File: src/rtl/bp_pkg.sv
// Shared helpers for the branch predictor: table sizing, saturating counter
// arithmetic and the table index hash.
package bp_pkg;

  function automatic int unsigned num_entries(input int unsigned idx_w);
    return 32'd1 << idx_w;
  endfunction

  function automatic int unsigned sat_inc(input int unsigned cnt, input int unsigned cnt_w);
    int unsigned max_cnt;
    max_cnt = (32'd1 << cnt_w) - 32'd1;
    return (cnt >= max_cnt) ? max_cnt : cnt + 32'd1;
  endfunction

  function automatic int unsigned sat_dec(input int unsigned cnt);
    return (cnt == 32'd0) ? 32'd0 : cnt - 32'd1;
  endfunction

  function automatic int unsigned sat_step(input int unsigned cnt, input int unsigned cnt_w,
                                           input bit up);
    return up ? sat_inc(cnt, cnt_w) : sat_dec(cnt);
  endfunction

  // History is zero-extended into the index; bimodal mode ignores it entirely.
  function automatic int unsigned hash_idx(input int unsigned pc_idx, input int unsigned ghr,
                                           input bit gshare);
    return gshare ? (pc_idx ^ ghr) : pc_idx;
  endfunction

endpackage

File: src/rtl/sat_counter_array.sv
// Array of saturating counters: one combinational read port, one saturating
// write port, asynchronous clear of every entry to INIT_CNT.
module sat_counter_array
  import bp_pkg::*;
#(
  parameter int IDX_W    = 5,
  parameter int CNT_W    = 2,
  parameter int INIT_CNT = 1
) (
  input  logic             clk,
  input  logic             arst,
  input  logic [IDX_W-1:0] rd_idx,
  output logic [CNT_W-1:0] rd_cnt,
  input  logic             wr_en,
  input  logic [IDX_W-1:0] wr_idx,
  input  logic             wr_up,
  output logic [CNT_W-1:0] wr_cnt_next
);

  localparam int unsigned DEPTH = num_entries(IDX_W);

  logic [CNT_W-1:0] cnt_reg [DEPTH];

  assign rd_cnt = cnt_reg[rd_idx];

  // Value the written entry will take; also exported so the top can bypass it.
  assign wr_cnt_next = CNT_W'(sat_step(32'(cnt_reg[wr_idx]), CNT_W, wr_up));

  always_ff @(posedge clk or posedge arst) begin
    if (arst) begin
      for (int i = 0; i < int'(DEPTH); i++) begin
        cnt_reg[i] <= CNT_W'(INIT_CNT);
      end
    end else if (wr_en) begin
      cnt_reg[wr_idx] <= wr_cnt_next;
    end
  end

endmodule

File: src/rtl/branch_history_table_param.sv
// Parametrised branch history table with optional gshare indexing, global
// history speculation/restore and same-cycle update-to-lookup bypass.
module branch_history_table_param
  import bp_pkg::*;
#(
  parameter int ADDR_W   = 7,
  parameter int IDX_W    = 5,
  parameter int CNT_W    = 2,
  parameter int GHR_W    = 5,
  parameter int GSHARE   = 0,
  parameter int INIT_CNT = 1
) (
  input  logic              clk,
  input  logic              arst,
  input  logic              en,
  input  logic              rd_valid,
  input  logic [ADDR_W-1:0] rd_addr,
  input  logic              upd_valid,
  input  logic [ADDR_W-1:0] upd_addr,
  input  logic              upd_taken,
  input  logic              upd_mispred,
  input  logic [GHR_W-1:0]  upd_ghr,
  output logic              pred_valid,
  output logic              pred_taken,
  output logic [GHR_W-1:0]  pred_ghr,
  output logic [CNT_W-1:0]  pred_cnt
);

  logic [IDX_W-1:0] rd_pc_idx;
  logic [IDX_W-1:0] upd_pc_idx;
  logic [IDX_W-1:0] rd_idx;
  logic [IDX_W-1:0] upd_idx;
  logic [CNT_W-1:0] rd_cnt;
  logic [CNT_W-1:0] upd_cnt_next;
  logic [CNT_W-1:0] lookup_cnt;
  logic             upd_fire;
  logic             bypass;

  logic [GHR_W-1:0] ghr_reg, ghr_next;
  logic             pred_valid_reg, pred_valid_next;
  logic             pred_taken_reg, pred_taken_next;
  logic [GHR_W-1:0] pred_ghr_reg, pred_ghr_next;
  logic [CNT_W-1:0] pred_cnt_reg, pred_cnt_next;

  // Only the word index bits select an entry; the rest of the PC is ignored.
  logic addr_unused;
  assign addr_unused = ^{rd_addr, upd_addr};

  assign rd_pc_idx  = rd_addr[IDX_W+1:2];
  assign upd_pc_idx = upd_addr[IDX_W+1:2];

  // The update side hashes with the snapshot so it retrains the predicting entry.
  assign rd_idx  = IDX_W'(hash_idx(32'(rd_pc_idx), 32'(ghr_reg), GSHARE != 0));
  assign upd_idx = IDX_W'(hash_idx(32'(upd_pc_idx), 32'(upd_ghr), GSHARE != 0));

  assign upd_fire = en & upd_valid;

  sat_counter_array #(
    .IDX_W    (IDX_W),
    .CNT_W    (CNT_W),
    .INIT_CNT (INIT_CNT)
  ) u_counters (
    .clk         (clk),
    .arst        (arst),
    .rd_idx      (rd_idx),
    .rd_cnt      (rd_cnt),
    .wr_en       (upd_fire),
    .wr_idx      (upd_idx),
    .wr_up       (upd_taken),
    .wr_cnt_next (upd_cnt_next)
  );

  assign bypass     = upd_fire && (rd_idx == upd_idx);
  assign lookup_cnt = bypass ? upd_cnt_next : rd_cnt;

  always_comb begin
    pred_valid_next = 1'b0;
    pred_taken_next = pred_taken_reg;
    pred_ghr_next   = pred_ghr_reg;
    pred_cnt_next   = pred_cnt_reg;
    ghr_next        = ghr_reg;

    if (en && rd_valid) begin
      pred_valid_next = 1'b1;
      pred_taken_next = lookup_cnt[CNT_W-1];
      pred_ghr_next   = ghr_reg;
      pred_cnt_next   = lookup_cnt;
    end

    // A mispredict restore wins over this cycle's speculative shift.
    if (en) begin
      if (upd_valid && upd_mispred) begin
        ghr_next = GHR_W'({upd_ghr, upd_taken});
      end else if (rd_valid) begin
        ghr_next = GHR_W'({ghr_reg, lookup_cnt[CNT_W-1]});
      end
    end
  end

  always_ff @(posedge clk or posedge arst) begin
    if (arst) begin
      ghr_reg        <= '0;
      pred_valid_reg <= 1'b0;
      pred_taken_reg <= 1'b0;
      pred_ghr_reg   <= '0;
      pred_cnt_reg   <= '0;
    end else begin
      ghr_reg        <= ghr_next;
      pred_valid_reg <= pred_valid_next;
      pred_taken_reg <= pred_taken_next;
      pred_ghr_reg   <= pred_ghr_next;
      pred_cnt_reg   <= pred_cnt_next;
    end
  end

  assign pred_valid = pred_valid_reg;
  assign pred_taken = pred_taken_reg;
  assign pred_ghr   = pred_ghr_reg;
  assign pred_cnt   = pred_cnt_reg;

endmodule

File: config.mk
export PLATFORM = sky130hd
export DESIGN_NAME = branch_history_table_param
export DESIGN_NICKNAME = d
export VERILOG_FILES = /design/src/rtl/bp_pkg.sv /design/src/rtl/sat_counter_array.sv /design/src/rtl/branch_history_table_param.sv
export SDC_FILE = /design/constraint.sdc
export NUM_CORES = 1
export LEC_CHECK = 0
export ABC_AREA = 1
export CAP_MARGIN = 20
export CORE_UTILIZATION = 53
export DETAILED_ROUTE_END_ITERATION = 8
export GPL_TIMING_DRIVEN = 0
export PLACE_DENSITY = 0.85
export SLEW_MARGIN = 20
export SYNTH_ARGS = -nofsm -noshare
export SYNTH_HDL_FRONTEND = slang
export SYNTH_SLANG_ARGS = --single-unit
export TNS_END_PERCENT = 100
File: constraint.sdc
create_clock -name clk -period 2.1 [get_ports clk]
set_input_delay 0.21 -clock clk [delete_from_list [all_inputs] [get_ports clk]]
set_output_delay 0.21 -clock clk [all_outputs]
set_load 0.01 [all_outputs]
== Word-level counts from Yosys, hierarchy flattened ==
Cells that the tools add are included.

* Flip-flop bits (word level): 78
* Input port bits: 26
* Word-level logic and storage cells: 70

* Add/subtract/negate cells: 2
* Order comparisons: 4
* Equality and inequality tests: 1
* Multiplexer cells: 16
* Bitwise logic cells: 3
* Reductions and logical operators: 7

{| class="wikitable"
|+ Operators with widths
! operator !! count
|-
| bitwise mux 64 bit || 1
|-
| binary-select mux 2 bit (select 5 bit) || 2
|-
| two-way mux 2 bit || 9
|-
| >= comparator 6 bit, second input constant || 2
|-
| inverter 5 -> 6 bit || 2
|-
| demux 2 bit (select 5 bit) || 1
|-
| two-way mux 5 bit || 2
|-
| < comparator 6 x 1 -> 1 bit, second input constant || 1
|-
| equality test 5 bit || 1
|-
| logical AND 1 bit || 4
|-
| adder 2 x 1 -> 2 bit, second input constant || 1
|-
| >= comparator 2 bit, second input constant || 1
|-
| zero test 2 bit || 1
|-
| AND reduction 2 bit || 1
|-
| nonzero test 2 bit || 1
|-
| subtractor 2 x 1 -> 2 bit, second input constant || 1
|-
| AND 1 bit || 1
|-
| two-way mux 1 bit || 1
|}

== Logic depth before layout (Yosys ltp) ==
Gate-level depths: netlist of run 1.

* Depth after elaboration: 10
* Gate-level depth with buffers: 17
* Depth with buffers taken out: 15

== By module ==
From an unflattened synthesis of run 1, not the netlist that was laid out.

* Cells, all modules: 752
* Area, all modules: 4873.4 um2

{| class="wikitable"
|+ By module, submodules not included
! module !! times used !! cells an instance !! area an instance (um2) !! seq. area each (um2)
|-
| sat_counter_array || 1 || 658 || 4136.5 || 1641.6
|-
| branch_history_table_param || 1 || 94 || 737.0 || 325.3
|}

== Least setup slack after synthesis of run 1 ==
OpenSTA, ideal clock, no wires.

* Path type: input port to flip-flop
* Start point: in upd_addr[2]
* End point: reg u_counters.cnt_reg[1] in the netlist's numbering
* Arrival time: 1.533 ns
* Required time: 1.980 ns
* Setup slack: 0.447 ns
* Stages on the path: 16
* Path buffers: 3
* Path through: buf_2 inv_2 buf_2 nand2_1 nand2_1 nand2_1 nand2_1 nand2_1 nand2_1 nor2_1 nand2_1 nand2_1 nand2_1 nand2_2 buf_6 o21ai_2

* Cells in the longest elaborated chain, start to end: 8
* Elaborated cells on any way between the ends: 17
* Those cells by class: 2 x add/sub; 3 x order compare; 9 x mux; 1 x bitwise; 2 x reduce/logical

{| class="wikitable"
|+ RTL lines
! element !! line !! text
|-
| start, declared || branch_history_table_param.sv:19 || <nowiki>input logic [ADDR_W-1:0] upd_addr,</nowiki>
|-
| inverter 5 -> 6 bit (not written as such) (*) || sat_counter_array.sv:27, sat_counter_array.sv:35 ||
|-
| binary-select mux 2 bit (select 5 bit) || sat_counter_array.sv:27 || <nowiki>assign wr_cnt_next = CNT_W'(sat_step(32'(cnt_reg[wr_idx]), CNT_W, wr_up));</nowiki>
|-
| two-way mux 2 bit (not written as such) (2 in series) || sat_counter_array.sv:27 ||
|-
| subtractor 2 x 1 -> 2 bit (tied with other cells) || bp_pkg.sv:16 || <nowiki>return (cnt == 32'd0) ? 32'd0 : cnt - 32'd1;</nowiki>
|-
| two-way mux 2 bit, on equally long branches || bp_pkg.sv:16, bp_pkg.sv:12 ||
|-
| two-way mux 2 bit || bp_pkg.sv:21 || <nowiki>return up ? sat_inc(cnt, cnt_w) : sat_dec(cnt);</nowiki>
|-
| bitwise mux 64 bit (*) || sat_counter_array.sv:35 || <nowiki>cnt_reg[wr_idx] <= wr_cnt_next;</nowiki>
|-
| end signal, assigned by index || sat_counter_array.sv:32 || <nowiki>cnt_reg[i] <= CNT_W'(INIT_CNT);</nowiki>
|-
| end signal, assigned by index || sat_counter_array.sv:35 ||
|-
| end, declared || sat_counter_array.sv:22 || <nowiki>logic [CNT_W-1:0] cnt_reg [DEPTH];</nowiki>
|}

Mark *: on every way between the ends. The rest lies on a longest branch, timed or not. The select of a mux whose other input is x is not followed.
A chain may end at the register's enable or synchronous reset.

== Final worst setup path of run 1 ==
* Start point: in upd_addr[3]
* End point: reg u_counters.cnt_reg[55] in the netlist's numbering

The elaborated chain is that of the path after synthesis.

==> impl_metrics.ini, run 1 <==
[clock_tree]
post-cts-setup-buffers = 0
cts_num_sinks = 77
clock-root-buffer = clkbuf_8
cts_tree = yes
clk_pin_slew_ns = 0.09
clockBufferDepth = 2
numCtsBuffers = 9
cts_max_level = 3
cts_hold_buf = 0
insertion_delay_ns = 0.37

[finish]
fillCellCount = 743
n_antenna_cell = 0
finalInstanceArea_mm2 = 0.005296
layout_common_cells = nand2_1, nand3_1, dfrtp_1, dfstp_2
final_common_cell = nand2_1
syn_to_final_growth_pct = 15.78
fin_util_pct = 63.82
drive_above_1_share_pct = 17.24
largest_register_ffs = 64
layout.nets = 717

[floorplan]
fp.dieH_um = 94.90
die_w_um = 94.90
fp-row-count = 33
io_pins = 35
initial_utilization_pct = 55.12
design.die.area_mm2 = 0.009006
core_mm2 = 0.008299

[drt]
first_pass_iters = 6
postRouteAntennaNets = 0
via_per_inst = 5.835
wl_per_cell_um = 16.83
drt_iter0_markers = 417
routed_wl_mm = 13.48
post-route-drc-count = 0
vias = 4674

[timing]
worst_slew_pin_slew_ns = 0.8987
worst_slack_ns = 0.09789
fin_crit_sh_pct = 95.34
maxSlewHeadroom_pct = 39.76
finClkSkew_ns = 0.01570
slew_viol_final = 0
hold_viol_final = 0
period_minus_slack_ns = 2.002
grt_setup_unrepaired = no
tns_ns = 0
max_freq_ghz = 0.4995
setup_violations = 0

[synthesis]
synth_area_mm2 = 0.004574
synth_fp_nets = 677
ys_seq_area_share_pct = 43.00
synth_cell_types = 28
yosysWarningCount = 0
synth-seq-cells = 77
synthCells = 651
syn_avg_cell_area_um2 = 7.027

[critical_path]
path_max_fanout = 10
worstReg2RegStart = u_counters.cnt_reg[27]
r2r_end = u_counters.cnt_reg[29]
worstSetupStartpointType = primary input
arrival_ns = 2.26
path_class = primary input to flop
critPathCaptureType = flop
worst_ep_required_time_ns = 2.36
r2r_cells = 13
reg2reg_slack_ns = 0.32

[place]
pre_cts_ws_ns = -0.4116
gp_congestion = 0.9572
dpl-instance-area_mm2 = 0.005037
dp_hpwl_mm = 9.455
placement.io_buffers = 26

[power_and_ir_drop]
p_per_area_mw_per_mm2 = 696.4
switching_share_pct = 31.46
irDropWorstVdd_mv = 0.3707
power_frac_comb_pct = 20.7
pwr-share-clk_pct = 30.4
finalPower_uw = 3688
p_int_uw = 2528
p_leak_uw = 0.002435
seq_power_share_pct = 48.9
power_switching_uw = 1160

[grt]
grtUsageMet2_pct = 48.86
grt_use_total_pct = 32.47
gr-usage-met3_pct = 7.810
grt_max_degree = 36
grt_pass1_vias = 4427
grt_overflow = 0
grt_pass1_wl_mm = 21.67
grt-busiest-layer = met2
grt_antenna_before_repair = 0
use_met1_pct = 42.87

[worst_hold_path]
hold_path.class = primary input to asynchronous set/reset pin

[status]
status = finished, final reports clean

[flow_run]
drv_cap = 0
[repair_timing]
action	CTS	global route
resized for setup	2	24
endpoints found under the setup margin	29	65
endpoints found under the hold margin	0	0
pin swaps	0	0
[kinds of logic (layout without fill, tap and decap cells)]
| kind of cell | after synthesis | count (layout) | synth area share, % |
|---|---|---|---|
| simple gates | 414 | 414 | 36.73 |
| compound gates | 102 | 102 | 14.28 |
| flops | 77 | 77 | 43.00 |
| buf+inv | 56 | 101 | 5.607 |
| xor+xnor | 2 | 2 | 0.3830 |
[how the worst max path moves through the flow]
stage / startpoint / to / slack (ns) / cells past startpoint
after detailed placement: upd_addr[4] / u_counters.cnt_reg[57] / -0.41 / 11
after CTS: upd_addr[3] / u_counters.cnt_reg[11] / 0.02 / 14
final: upd_addr[3] / u_counters.cnt_reg[55] / 0.1 / 6
after global routing: rd_addr[3] / pred_cnt[0] / 0.02 / 11
after global placement: upd_addr[3] / u_counters.cnt_reg[57] / -0.91 / 7
after floorplan: upd_addr[2] / u_counters.cnt_reg[1] / 0.45 / 16
[layer usage]
| layer | part of all wire (%) | vias to the layer above |
|---|---|---|
| li1 | - | 2190 |
| met1 | 41 | 2138 |
| met2 | 45 | 292 |
| met3 | 10 | 54 |
| met4 | 4.2 | 0 |
| met5 | 0 | - |
[cell type report]
class                           count  area, um2  area share (%)
Multi-Input combinational cell    518       2426           45.81
Sequential cell                    77       1967           37.14
Timing Repair Buffer               29      315.3           5.953
Buffer                             30      166.4           3.142
Tap cell                          105      131.4           2.481
Clock buffer                       10      127.6           2.410
Inverter                           26      101.3           1.914
Clock inverter                      6      61.31           1.158
[cell usage after synthesis]
| library cell | count | share of area, % |
|---|---|---|
| nand3_1 | 49 | 5.4 |
| nand2_1 | 331 | 27 |
| o21ai_1 | 30 | 3.3 |
| o21ai_0 | 22 | 2.4 |
| nor2_1 | 17 | 1.4 |
| nor3_2 | 7 | 1.5 |
| buf_6 | 3 | 0.74 |
| nand2_2 | 1 | 0.14 |
| inv_1 | 20 | 1.6 |
| nor3_1 | 6 | 0.66 |
| xor2_1 | 2 | 0.38 |
| dfrtp_1 | 45 | 25 |
| o22ai_1 | 1 | 0.14 |
| dfstp_2 | 32 | 18 |
| a31oi_1 | 2 | 0.27 |
| buf_4 | 4 | 0.66 |
| nand4_1 | 1 | 0.14 |
| clkinv_1 | 1 | 0.082 |
| o31ai_1 | 1 | 0.16 |
| nand3_2 | 1 | 0.22 |
| nand2b_1 | 1 | 0.14 |
| o2111ai_1 | 1 | 0.19 |
| clkbuf_1 | 16 | 1.3 |
| o211ai_1 | 8 | 1.3 |
| buf_2 | 7 | 0.77 |
| inv_2 | 5 | 0.41 |
| a21oi_1 | 7 | 0.77 |
| o21ai_2 | 30 | 5.7 |
[power groups by stage]
stage / sequential, uW / clock [uW] / combinational [uW]
3_5_place_dp: 1820 / 0 / 736
2_1_floorplan: 1800 / 0 / 467
3_3_place_gp: 1820 / 0 / 702
6_report: 1800 / 1120 / 762
4_1_cts: 1800 / 1130 / 742
5_1_grt: 1820 / 1200 / 846
[stage by stage]
stage,hold slack [ns],instances
floorplan,0.3676,651
global placement,0.4660,782
detailed placement,0.4737,785
CTS,0.1264,801
global route,0.1326,801
finish,0.1279,801
[critical path: stages]
cell             delay [ns]
clkdlybuf4s50_1        0.50
clkbuf_2               0.27
nor3_2                 0.79
nand2_1                0.28
nand2_1                0.15
o21ai_2                0.06
(Power assumes the default switching activity.)
==> inputs of run 2 (changes only) <==
--- a/config.mk
+++ b/config.mk
@@ -11,6 +11,7 @@
 export DETAILED_ROUTE_END_ITERATION = 8
 export GPL_TIMING_DRIVEN = 0
 export PLACE_DENSITY = 0.85
+export REMOVE_ABC_BUFFERS = 1
 export SLEW_MARGIN = 20
 export SYNTH_ARGS = -nofsm -noshare
 export SYNTH_HDL_FRONTEND = slang
==> run 2 against run 1 <==
Cell count is 2.4% lower. Hold slack better by 0.096 ns. Via count decreased by 2.1%. Worst setup slack improved by 0.0042 ns. Clock skew fell by 0.0087 ns. Count of clock-buffer cells in the layout rose by 2. Critical endpoint is now pred_cnt[0]. Highest routed layer unchanged.
==> impl_metrics.ini, run 2 (same netlist as run 1, synthesis figures left out) <==
[status]
status = finished, final reports clean

[grt]
grt_overflow = 0
grt_pass1_vias = 4325
use_met1_pct = 38.30
gr-usage-met3_pct = 5.153
grt_pass1_wl_mm = 20.69
grtUsageMet2_pct = 48.26
grt_antenna_before_repair = 0
grt-busiest-layer = met2
grt_use_total_pct = 30.41
grt_max_degree = 42

[place]
placement.io_buffers = 29
pre_cts_ws_ns = -1.924
dp_hpwl_mm = 7.956
dpl-instance-area_mm2 = 0.004870
dpl.cell_count = 756
gp_congestion = 0.8933

[power_and_ir_drop]
p_int_uw = 2691
p_leak_uw = 0.002359
finalPower_uw = 3834
power_frac_comb_pct = 19.6
pwr-share-clk_pct = 33.3
switching_share_pct = 29.82
irDropWorstVdd_mv = 0.4447
p_per_area_mw_per_mm2 = 728.1
seq_power_share_pct = 47.1
power_switching_uw = 1143

[drt]
post-route-drc-count = 0
postRouteAntennaNets = 0
first_pass_iters = 5
wl_per_cell_um = 16.49
routed_wl_mm = 12.89
drt_iter0_markers = 517
via_per_inst = 5.849
vias = 4574

[timing]
period_minus_slack_ns = 1.998
hold_viol_final = 0
worst_slack_ns = 0.1021
finClkSkew_ns = 0.006958
setup_violations = 0
worst_slew_pin_slew_ns = 0.9441
maxSlewHeadroom_pct = 36.72
whs_ns = 0.2241
max_freq_ghz = 0.5005
slew_viol_final = 0
fin_crit_sh_pct = 95.14

[critical_path]
arrival_ns = 2.24
worst_ep_required_time_ns = 2.34
path_class = primary input to flop
path_max_fanout = 36
critPathCaptureType = flop
worstSetupStartpointType = primary input

[finish]
drive_above_1_share_pct = 17.73
final_cells = 782
finalInstanceArea_mm2 = 0.005265
n_antenna_cell = 0
layout.nets = 698
final_common_cell = nand2_1
syn_to_final_growth_pct = 15.10
layout_common_cells = nand2_1, nand3_1, dfrtp_1, dfstp_2
largest_register_ffs = 64
fillCellCount = 704

[floorplan]
die_w_um = 94.90
io_pins = 35
initial_utilization_pct = 55.12
core_mm2 = 0.008299
fp-row-count = 33
fp.dieH_um = 94.90
design.die.area_mm2 = 0.009006

[clock_tree]
numCtsBuffers = 9
cts_tree = yes
cts_max_level = 3
clk_pin_slew_ns = 0.08
clockBufferDepth = 2
insertion_delay_ns = 0.36
cts_num_sinks = 77
clock-root-buffer = clkbuf_8

[worst_hold_path]
hold_path.class = primary input to asynchronous set/reset pin

[flow_run]
drv_cap = 0
==> run 2: power by group through the flow <==
stage / registers (uW) / logic, uW / clock network, uW
after detailed placement: 1830 / 681 / 0
after CTS: 1800 / 709 / 1300
final: 1810 / 750 / 1280
after floorplan: 1810 / 403 / 0
after global placement: 1820 / 652 / 0
after global routing: 1820 / 825 / 1340
==> run 2: layout make-up <==
cell class | instances | area (um2) | area share (%)
Clock buffer | 12 | 155.1 | 2.947
Clock inverter | 4 | 70.07 | 1.331
Timing Repair inverter | 2 | 15.01 | 0.2852
Multi-Input combinational cell | 519 | 2454 | 46.60
Timing Repair Buffer | 37 | 350.3 | 6.654
Inverter | 26 | 122.6 | 2.329
Sequential cell | 77 | 1967 | 37.36
Tap cell | 105 | 131.4 | 2.495
==> run 2: worst paths after layout <==
| path | start | endpoint | slack (ns) | cells past startpoint |
|---|---|---|---|---|
| min in group clk | upd_addr[6] | u_counters.cnt_reg[40] | 0.42 | 4 |
| setup / recovery | rd_addr[2] | pred_cnt[0] | 0.10 | 13 |
| hold reg to reg | u_counters.cnt_reg[26] | u_counters.cnt_reg[26] | 0.48 | 2 |
| setup reg to reg | u_counters.cnt_reg[51] | u_counters.cnt_reg[48] | 0.14 | 12 |
| max in group asynchronous | arst | u_counters.cnt_reg[20] | 1.24 | 3 |
| hold / removal | arst | ghr_reg[3] | 0.22 | 2 |
==> run 2: metrics by stage <==
step | util, % | setup TNS, ns
2_1_floorplan | - | -1.067
3_3_place_gp | 58.28 | -196.34
3_5_place_dp | 58.68 | -109.94
4_1_cts | 62.37 | 0
5_1_grt | 63.44 | -0.0003824
6_report | 63.44 | 0
==> run 2: per-layer routing <==
| metal | routed length (um) | part of all wire (%) |
|---|---|---|
| met5 | 0 | 0 |
| met2 | 6057 | 47 |
| met3 | 1090 | 8.5 |
| met1 | 5164 | 40 |
| met4 | 579 | 4.5 |
==> run 2: repair_timing <==
| action | in CTS | in global routing |
|---|---|---|
| setup endpoints to repair | 67 | 67 |
| resized for setup | 29 | 13 |
| hold buffers | 0 | 0 |
| pin swaps | 0 | 3 |
| cloned | 2 | 1 |
| setup buffers | 0 | 7 |
==> run 2: critical path, cell delays in order <==
cell and delay, ns:
buf_2 0.57, clkinvlp_4 0.22, buf_4 0.25, nand2_1 0.08
nand3_1 0.06, nand3_1 0.10, nand2_1 0.07, nand2_1 0.06
nand2_1 0.05, o21ai_0 0.25, a21oi_1 0.11, o21ai_0 0.11
nand2_1 0.08
